`src/rtl/cpu_pkg.sv`:
```
// Shared CPU definitions: widths, opcode encodings, instruction field helpers
// and the fetch-stage state type.
package cpu_pkg;

  localparam int AW = 4;
  localparam int IW = 16;

  localparam logic [3:0] OP_LOAD = 4'b0001;
  localparam logic [3:0] OP_ADD  = 4'b0010;
  localparam logic [3:0] OP_SUB  = 4'b0011;
  localparam logic [3:0] OP_JMP  = 4'b1000;
  localparam logic [3:0] OP_SUBI = 4'b1011;
  localparam logic [3:0] OP_BR   = 4'b1100;
  localparam logic [3:0] OP_MOV  = 4'b1110;
  localparam logic [3:0] OP_OUT  = 4'b1111;

  typedef enum logic [1:0] {
    ST_IDLE = 2'd0,
    ST_RUN  = 2'd1,
    ST_HALT = 2'd2
  } fetch_state_t;

  function automatic logic [3:0] inst_opcode(input logic [IW-1:0] inst);
    return inst[15:12];
  endfunction

  function automatic logic [3:0] inst_target(input logic [IW-1:0] inst);
    return inst[11:8];
  endfunction

endpackage

```
`src/rtl/fetch_unit_if.sv`:
```
// Fetch-stage bus: ROM read port, execute redirect and the IR handshake.
// IR handshake: a word transfers on every rising edge where ir_valid & ir_ready;
// while ir_valid & !ir_ready, ir and ir_pc are held stable.
interface fetch_unit_if #(
  parameter int AW = cpu_pkg::AW,
  parameter int IW = cpu_pkg::IW
);
  logic [AW-1:0] rom_addr;
  logic [IW-1:0] rom_inst;
  logic          redirect_valid;
  logic [AW-1:0] redirect_pc;
  logic [IW-1:0] ir;
  logic [AW-1:0] ir_pc;
  logic          ir_valid;
  logic          ir_ready;

  modport master (
    output rom_addr, ir, ir_pc, ir_valid,
    input  rom_inst, redirect_valid, redirect_pc, ir_ready
  );

  modport slave (
    input  rom_addr, ir, ir_pc, ir_valid,
    output rom_inst, redirect_valid, redirect_pc, ir_ready
  );
endinterface

```
`src/rtl/fetch_unit_pc_next_sel.sv`:
```
// Next-pc priority mux: redirect > folded jump > increment > hold.
module pc_next_sel #(
  parameter int AW = 4
) (
  input  logic [AW-1:0] pc_i,
  input  logic          redirect_i,
  input  logic [AW-1:0] redirect_pc_i,
  input  logic          fold_i,
  input  logic [AW-1:0] fold_target_i,
  input  logic          inc_i,
  output logic [AW-1:0] pc_next_o
);
  import cpu_pkg::*;

  always_comb begin
    pc_next_o = pc_i;
    if (redirect_i)  pc_next_o = redirect_pc_i;
    else if (fold_i) pc_next_o = fold_target_i;
    else if (inc_i)  pc_next_o = pc_i + AW'(1);
  end
endmodule

```
`src/rtl/fetch_unit.sv`:
```
// Instruction fetch stage: drives the ROM address from pc, folds unconditional
// jumps, and registers instructions into IR toward decode.
module fetch_unit #(
  parameter int         AW       = 4,
  parameter int         IW       = 16,
  parameter logic [3:0] OP_JMP   = 4'b1000,
  parameter bit         FOLD_JMP = 1'b1,
  parameter int         CW       = 8
) (
  input  logic          clk,
  input  logic          rst_n,
  fetch_unit_if.master  bus,
  input  logic          start,
  input  logic          halt_req,
  input  logic          step_mode,
  input  logic          step,
  output logic          halted,
  output logic [CW-1:0] fetch_count,
  output logic [1:0]    dbg_state
);
  import cpu_pkg::*;

  fetch_state_t  state_q, state_d;
  logic [AW-1:0] pc_q, pc_d;
  logic [IW-1:0] ir_q, ir_d;
  logic [AW-1:0] ir_pc_q, ir_pc_d;
  logic          ir_valid_q, ir_valid_d;
  logic [CW-1:0] cnt_q, cnt_d;

  logic          redirect_eff, can_fetch, is_jmp, fold, load;
  logic [AW-1:0] jmp_target;

  // A redirect arriving in IDLE is ignored; otherwise it overrides any fetch.
  assign redirect_eff = bus.redirect_valid && (state_q != ST_IDLE);
  assign can_fetch    = (state_q == ST_RUN) && (!ir_valid_q || bus.ir_ready) &&
                        (!step_mode || step);
  assign is_jmp       = FOLD_JMP && (inst_opcode(bus.rom_inst) == OP_JMP);
  assign jmp_target   = AW'(inst_target(bus.rom_inst));
  assign fold         = can_fetch && !redirect_eff && is_jmp;
  assign load         = can_fetch && !redirect_eff && !is_jmp;

  pc_next_sel #(.AW(AW)) u_pc_next_sel (
    .pc_i          (pc_q),
    .redirect_i    (redirect_eff),
    .redirect_pc_i (bus.redirect_pc),
    .fold_i        (fold),
    .fold_target_i (jmp_target),
    .inc_i         (load),
    .pc_next_o     (pc_d)
  );

  always_comb begin
    state_d = state_q;
    case (state_q)
      ST_IDLE: if (halt_req) state_d = ST_HALT;
               else if (start) state_d = ST_RUN;
      ST_RUN:  if (halt_req || (fold && (jmp_target == pc_q))) state_d = ST_HALT;
      ST_HALT: if (start && !halt_req) state_d = ST_RUN;
      default: state_d = ST_IDLE;
    endcase
  end

  always_comb begin
    ir_d       = ir_q;
    ir_pc_d    = ir_pc_q;
    ir_valid_d = ir_valid_q;
    cnt_d      = cnt_q;
    if (redirect_eff) begin
      ir_valid_d = 1'b0;
    end else if (load) begin
      ir_d       = bus.rom_inst;
      ir_pc_d    = pc_q;
      ir_valid_d = 1'b1;
      if (cnt_q != {CW{1'b1}}) cnt_d = cnt_q + CW'(1);
    end else if (fold) begin
      ir_valid_d = ir_valid_q && !bus.ir_ready;
    end else if (ir_valid_q && bus.ir_ready) begin
      ir_valid_d = 1'b0;
    end
  end

  always_ff @(posedge clk or negedge rst_n) begin
    if (!rst_n) begin
      state_q    <= ST_IDLE;
      pc_q       <= '0;
      ir_q       <= '0;
      ir_pc_q    <= '0;
      ir_valid_q <= 1'b0;
      cnt_q      <= '0;
    end else begin
      state_q    <= state_d;
      pc_q       <= pc_d;
      ir_q       <= ir_d;
      ir_pc_q    <= ir_pc_d;
      ir_valid_q <= ir_valid_d;
      cnt_q      <= cnt_d;
    end
  end

  assign bus.rom_addr = pc_q;
  assign bus.ir       = ir_q;
  assign bus.ir_pc    = ir_pc_q;
  assign bus.ir_valid = ir_valid_q;
  assign halted       = (state_q == ST_HALT);
  assign fetch_count  = cnt_q;
  assign dbg_state    = state_q;
endmodule

```
`src/flat_wrapper.sv`:
```
// flat-port wrapper written by rule: the top's interface ports become plain ports
module fetch_unit_flat import cpu_pkg::*;
#(
  parameter int         AW       = 4,
  parameter int         IW       = 16,
  parameter logic [3:0] OP_JMP   = 4'b1000,
  parameter bit         FOLD_JMP = 1'b1,
  parameter int         CW       = 8
)
  (clk, rst_n, start, halt_req, step_mode, step, halted, fetch_count, dbg_state, bus_rom_addr, bus_ir, bus_ir_pc, bus_ir_valid, bus_rom_inst, bus_redirect_valid, bus_redirect_pc, bus_ir_ready);
  fetch_unit_if #(.AW(AW), .IW(IW)) bus_i ();
  input  logic clk;
  input  logic rst_n;
  input  logic start;
  input  logic halt_req;
  input  logic step_mode;
  input  logic step;
  output logic halted;
  output logic [CW-1:0] fetch_count;
  output logic [1:0] dbg_state;
  output wire logic [$bits(bus_i.rom_addr)-1:0] bus_rom_addr;
  output wire logic [$bits(bus_i.ir)-1:0] bus_ir;
  output wire logic [$bits(bus_i.ir_pc)-1:0] bus_ir_pc;
  output wire logic [$bits(bus_i.ir_valid)-1:0] bus_ir_valid;
  input wire logic [$bits(bus_i.rom_inst)-1:0] bus_rom_inst;
  input wire logic [$bits(bus_i.redirect_valid)-1:0] bus_redirect_valid;
  input wire logic [$bits(bus_i.redirect_pc)-1:0] bus_redirect_pc;
  input wire logic [$bits(bus_i.ir_ready)-1:0] bus_ir_ready;
  assign bus_rom_addr = bus_i.rom_addr;
  assign bus_ir = bus_i.ir;
  assign bus_ir_pc = bus_i.ir_pc;
  assign bus_ir_valid = bus_i.ir_valid;
  assign bus_i.rom_inst = bus_rom_inst;
  assign bus_i.redirect_valid = bus_redirect_valid;
  assign bus_i.redirect_pc = bus_redirect_pc;
  assign bus_i.ir_ready = bus_ir_ready;
  fetch_unit #(.AW(AW), .IW(IW), .OP_JMP(OP_JMP), .FOLD_JMP(FOLD_JMP), .CW(CW)) u_core (.clk(clk), .rst_n(rst_n), .bus(bus_i), .start(start), .halt_req(halt_req), .step_mode(step_mode), .step(step), .halted(halted), .fetch_count(fetch_count), .dbg_state(dbg_state));
endmodule
```
`config.mk`:
```
export PLATFORM = sky130hd
export DESIGN_NAME = fetch_unit_flat
export DESIGN_NICKNAME = d
export VERILOG_FILES = /design/src/rtl/cpu_pkg.sv /design/src/rtl/fetch_unit_if.sv /design/src/rtl/fetch_unit_pc_next_sel.sv /design/src/rtl/fetch_unit.sv /design/src/flat_wrapper.sv
export SDC_FILE = /design/constraint.sdc
export NUM_CORES = 1
export LEC_CHECK = 0
export ABC_AREA = 1
export CAP_MARGIN = 10
export CORE_AREA = 5 5 73 68
export DETAILED_ROUTE_END_ITERATION = 12
export DIE_AREA = 0 0 78 73
export PLACE_DENSITY = 0.83
export REMOVE_ABC_BUFFERS = 1
export SLEW_MARGIN = 20
export SYNTH_ARGS = -nofsm -noshare
export SYNTH_HDL_FRONTEND = slang
export SYNTH_SLANG_ARGS = --single-unit
```
`constraint.sdc`:
```
create_clock -name clk -period 1.9 [get_ports clk]
set_clock_uncertainty 0.05 [all_clocks]
set_input_delay 0.19 -clock clk [delete_from_list [all_inputs] [get_ports clk]]
set_output_delay 0.19 -clock clk [all_outputs]
set_load 0.005 [all_outputs]
```
Yosys cells after proc, flatten, opt, wreduce, memory -nomap -nowiden. Cells that the tools add are included.

Register bits after elaboration: 35. Input bits: 28. Output and inout bits: 36. Word-level logic and storage cells: 55.

$add $sub $neg: 2. Eq/ne operators: 8. Multiplexer cells: 12. Bitwise logic cells: 1. Reduce and logical (&&, ||, !) cells: 26.

Operator list (count): 4-bit 2-to-1 mux (3); 1-bit logical AND (10); 8-bit by 1-bit adder with 8-bit output, second input constant (1); 2-bit 2-to-1 mux (4); 8-bit != test, second input constant (1); 1-bit zero test (6); 2-bit one-hot mux with 3 select lines (1); 3-bit AND reduction (2); 4-bit by 1-bit adder with 4-bit output, second input constant (1); 4-bit equality test (1); 4-bit equality test, second input constant (1); 1-bit 2-to-1 mux (4); 4-bit nonzero test (1); 1-bit logical OR (3); 3-bit != test, second input constant (1); 3-bit nonzero test (1); 2-bit by 1-bit equality test with 1-bit output, second input constant (1); 2-bit equality test, second input constant (1); 2-bit zero test (1); 2-bit by 1-bit != test with 1-bit output, second input constant (1); 2-bit != test, second input constant (1); 2-bit AND reduction (1); 2-bit nonzero test (1); 1-bit NOT (1).

Longest topological paths before layout. Gate-level depths: netlist of the first run.

Depth in word-level cells: 10. Depth in mapped cells: 10. Mapped depth without buffers: 9.

Hierarchy. Synthesis of the first run repeated with hierarchy kept, for this count alone.

Cells, all modules: 224. Area total of the unflattened synthesis: 1761.7 um2.

Modules (own cells, without submodules): fetch_unit (instances 1, cells each 189, area an instance 1586.5 um2, sequential area each 875.8 um2); pc_next_sel (instances 1, cells each 35, area an instance 175.2 um2, sequential area each 0.0 um2).

Worst setup path before layout of the first run. Ideal clock, no wire load.

Kind: reg2reg. From: reg u_core.state_q[1] (netlist: u_core.dbg_state[1]). To: reg u_core.cnt_q[5] (netlist: u_core.fetch_count[5]). Setup time: 0.122 ns. Arrival: 1.315 ns. Required time: 1.728 ns. Setup slack: 0.413 ns. Stages on the path, launching flop included: 10. Path buffers: 1. Period minus slack after synthesis: 1.487 ns. Path through: dfrtp_1 -> nor2_1 -> nor2_4 -> nor2_4 -> nand2_4 -> inv_4 -> nand2_2 -> buf_6 -> nand2_1 -> o21ai_2.

Cells in the longest elaborated chain, start to end: 6. Elaborated cells between the ends (all ways): 10. Those cells by class: eq/ne: 1; bitwise: 1; reduce/logical: 8.

RTL lines: start, declared (RTL line fetch_unit.sv:23) `fetch_state_t state_q, state_d;`; start signal, assigned (RTL line fetch_unit.sv:91) `state_q <= state_d;`; 2-bit by 1-bit equality test with 1-bit output / 2-bit nonzero test (equally long branches) (RTL line fetch_unit.sv:35, fetch_unit.sv:34); 1-bit logical AND (on tied branches) (RTL line fetch_unit.sv:35, fetch_unit.sv:34); 1-bit logical AND / 1-bit zero test (equally long branches) (RTL line fetch_unit.sv:35, fetch_unit.sv:40); 1-bit logical AND (2 in series) (RTL line fetch_unit.sv:40) `assign load = can_fetch && !redirect_eff && !is_jmp;`; 3-bit AND reduction (no source line) (*); end signal, assigned (RTL line fetch_unit.sv:96) `cnt_q <= cnt_d;`; end, declared (RTL line fetch_unit.sv:28) `logic [CW-1:0] cnt_q, cnt_d;`.

Every way passes the cells marked *; elsewhere a longest branch is shown, timed or not. A chain may end at the register's enable or synchronous reset.

Worst setup path after layout of the first run.
From: reg u_core.state_q[1] (netlist: u_core.dbg_state[1]). To: out halted.

Cells in the longest elaborated chain, start to end: 1.

RTL lines: 2-bit equality test (RTL line fetch_unit.sv:104) `assign halted = (state_q == ST_HALT);`; end, declared (RTL line flat_wrapper.sv:18) `output logic halted;`.

Every way passes these cells.

==> reports/qor.csv, run 1 <==
metric;value;unit
status;finished, final reports clean;
Vias;1550;
initial antenna violation count;0;
worst path bufs/invs;2;
post-synthesis adder-cell area fraction;0.01444;
Setup crit end kind;output port;
RSZ-0062 raised after global routing;no;
Pwr Total;3.168;mW
Max FO, Critical Path;7;
I/O pin count;64;
port bufs;63;
total die area;5694;um^2
remaining global-route overflow;0;
Setup WS pre-CTS;0.1205;ns
RR Startpoint;u_core.dbg_state[1];
setup bufs post-CTS;0;
crit-path leading delay family;buffers and inverters;
count leader, synth;nand2_1;
CP cell instances;inv_1, nor2_1, clkdlybuf4s50_1;
r2r setup slk;0.27;ns
prevailing post-synth register cell;dfrtp_1;
ant diodes;0;
PnR worst setup slack;0.1972;ns
hold_ws;0.3906;ns
clock buffer depth;2;
Static Leak;1.189;nW
final count of hold timing violations;0;
Final period util;0.8962;
Critical Path RT;1.66;ns
fillers;381;
worst-skew pair later-pin latency;0.28;ns
max_slew headroom;0.4898;
NumNets Final;310;
largest net degree at the start of global routing;36;
max_cap viols;0;
complex-gate fraction of the synthesized area;0.05126;
Mapped Area;1733;um^2
drt first-iter violations;72;
post-route setup TNS;0;ns
crit path launch type;flop;
Critical Path Start;u_core.dbg_state[1];
Tot GR Track Use;0.1480;
syn_area_per_cell;8.213;um^2
Period minus WS final;1.703;ns
post-DP HPWL;3103;um
Unique masters post-synth;25;
largest family of logic cells by synthesized area;simple AND/OR/NAND/NOR gates;
Pre-antenna DRT Iters;4;
WS Path Type;reg -> out;
Die X-Extent;78;um
CP Depth;3;
Syn. warnings;0;
vias in the first global route;1454;
Worst R2R End;u_core.fetch_count[0];
Core Area;4230;um^2
area leader, netlist;dfrtp_1;
FP Rows;23;
Area contributors post-synth;dfrtp_1 51%, nand2_1 20%, inv_1 3.9%, xnor2_1 3.5%, o21ai_0 2.6%;
DR WL/cell;12.36;um
Final Max Tran Viols;0;
Hold WC Path Type;in -> reg;
Worst R2R Path Depth;7;
Simple-Gate Fraction of Synth Area;0.3025;
Initial Util;0.4096;
clk sink count;35;
layout cell share with drive strength beyond 1;0.07473;
H-tree Lvls;2;
Die Height;73;um
Synth top cells by count;94 x nand2_1, 35 x dfrtp_1, 18 x inv_1;
Tightest Pin Transition;0.7654;ns
VDD IR max;598.2;uV
number of synthesized flops with an enable pin;0;
Layout area overhead;44.69;%
post-synthesis cell count;211;
Reg clk slew, reported paths;0.07;ns
crit path to;halted;
mux contribution to synthesized area;0;
clock root buffer;clkbuf_8;
synthesized flop and latch total;35;
sequential share of the synthesized area;0.5054;
Post-route DRC;0;
crit path max-delay cell type;clkdlybuf4s50_1;
Post-synth ARST share;1.000;
Vias per Instance;4.683;
TritonCTS buffer count;5;
TritonCTS clock tree;yes;
Pwr per Cell Area;1263;nW/um^2
Crit path arrival time;1.46;ns
Fmax achieved;587.3;MHz
GP Congestion;0.7754;
final antenna-violating net count;0;
area share of the largest cell type after synthesis;0.5054;
global-route wire length before repair;6699;um
crit-path max cell delay;0.54;ns
Post-Route WL;4092;um
Post-Synth XOR/XNOR Area;0.06065;
final setup fails;0;
-- layer usage --
layer / global-route usage / part of all wire / vias to the layer above
met3: 0.04691 / 0.066 / 6
met2: 0.2326 / 0.47 / 39
met4: 0.05816 / 0.015 / 0
met5: 0 / 0 / -
met1: 0.1909 / 0.45 / 714
li1: - / - / 791
-- worst reg2reg max path: cells and delay by family (launching register included) --
kind / cells / cell delay (ns)
xor gates and xnor gates: 1 / 0.17
buffers and inverters: 1 / 0.12
DFF: 1 / 0.45
and+or+nand+nor: 5 / 0.73
-- logic make-up after synthesis --
group / Yosys count
AOI/OAI and AO/OA: 15
adders and majority gates: 2
xor gates and xnor gates: 12
and+or+nand+nor: 123
buffers and inverters: 24
DFF: 35
-- stage by stage --
stage	instances	utilization	cell area (um^2)
2_1_floorplan	206	-	1693
3_3_place_gp	322	0.5711	2416
3_5_place_dp	322	0.5711	2416
4_1_cts	331	0.5927	2507
5_1_grt	331	0.5927	2507
6_report	331	0.5927	2507
-- where the power goes --
group | switching (mW) | total (mW) | internal, mW
clock network | 0.251 | 0.508 | 0.257
logic | 0.559 | 1.38 | 0.821
registers | 0.241 | 1.28 | 1.04
-- area by class of cell --
| class | instances | area (um^2) | share of cell area |
|---|---|---|---|
| tap | 50 | 62.56 | 0.02495 |
| multi-input combinational | 152 | 743.2 | 0.2964 |
| sequential | 35 | 875.8 | 0.3493 |
| timing repair buffer | 67 | 670.6 | 0.2675 |
| clock buffer | 7 | 76.32 | 0.03044 |
| inverter | 19 | 73.82 | 0.02944 |
| clock inverter | 1 | 5.005 | 0.001996 |
-- what timing repair did --
item	4_1_cts	5_1_grt
gates resized for setup	0	0
endpoints found under the hold margin	35	0
setup endpoints to repair	0	0
hold buffers	1	0
-- sequential cells by signal, summed over array words and instances, names as in the netlist --
name	flops
u_core.dbg_state	2
u_core.fetch_count	8
u_core.bus.ir_valid	1
u_core.bus.rom_addr	4
u_core.bus.ir_pc	4
u_core.bus.ir	16
-- worst min-delay path by stage --
| stage | from | to | slack, ns | cells after the start |
|---|---|---|---|---|
| 6_report | bus_rom_inst[3] | u_core.bus.ir[3] | 0.39 | 3 |
| 2_1_floorplan | rst_n | u_core.bus.ir[0] | -0.16 | 0 |
| 5_1_grt | bus_rom_inst[3] | u_core.bus.ir[3] | 0.39 | 3 |
| 4_1_cts | bus_rom_inst[3] | u_core.bus.ir[3] | 0.38 | 3 |
| 3_5_place_dp | rst_n | u_core.bus.ir[15] | 0.27 | 1 |
| 3_3_place_gp | rst_n | u_core.bus.ir[15] | 0.27 | 1 |
-- placed cells by master, fill, tap and decap left out, types with 2 or more instances in the layout --
master,instances
nand2_1,94
clkdlybuf4s50_1,62
dfrtp_1,35
inv_1,18
o21ai_0,9
nor2_1,8
xnor2_1,7
nand3_1,7
xor2_1,5
clkbuf_8,5
nor3_1,3
nand4_1,3
o21ai_2,3
nor2_4,2
a21oi_1,2
ha_1,2
clkbuf_1,2
buf_4,2
No activity file was read; power rests on OpenSTA's default activity.
==> run 2: changes to the inputs <==
--- a/config.mk
+++ b/config.mk
@@ -12,6 +12,7 @@
 export DIE_AREA = 0 0 78 73
 export PLACE_DENSITY = 0.83
 export REMOVE_ABC_BUFFERS = 1
+export SETUP_SLACK_MARGIN = 0.05
 export SLEW_MARGIN = 20
 export SYNTH_ARGS = -nofsm -noshare
 export SYNTH_HDL_FRONTEND = slang
==> results of run 2 <==
Same layout as run 1: the final DEF is identical, and so are final timing and power.
==> run 3: changes to the inputs <==
--- a/config.mk
+++ b/config.mk
@@ -13,7 +13,6 @@
 export PLACE_DENSITY = 0.83
 export REMOVE_ABC_BUFFERS = 1
 export SETUP_SLACK_MARGIN = 0.05
-export SLEW_MARGIN = 20
 export SYNTH_ARGS = -nofsm -noshare
 export SYNTH_HDL_FRONTEND = slang
 export SYNTH_SLANG_ARGS = --single-unit
==> results of run 3 <==
Same layout as run 1: the final DEF is identical, and so are final timing and power.
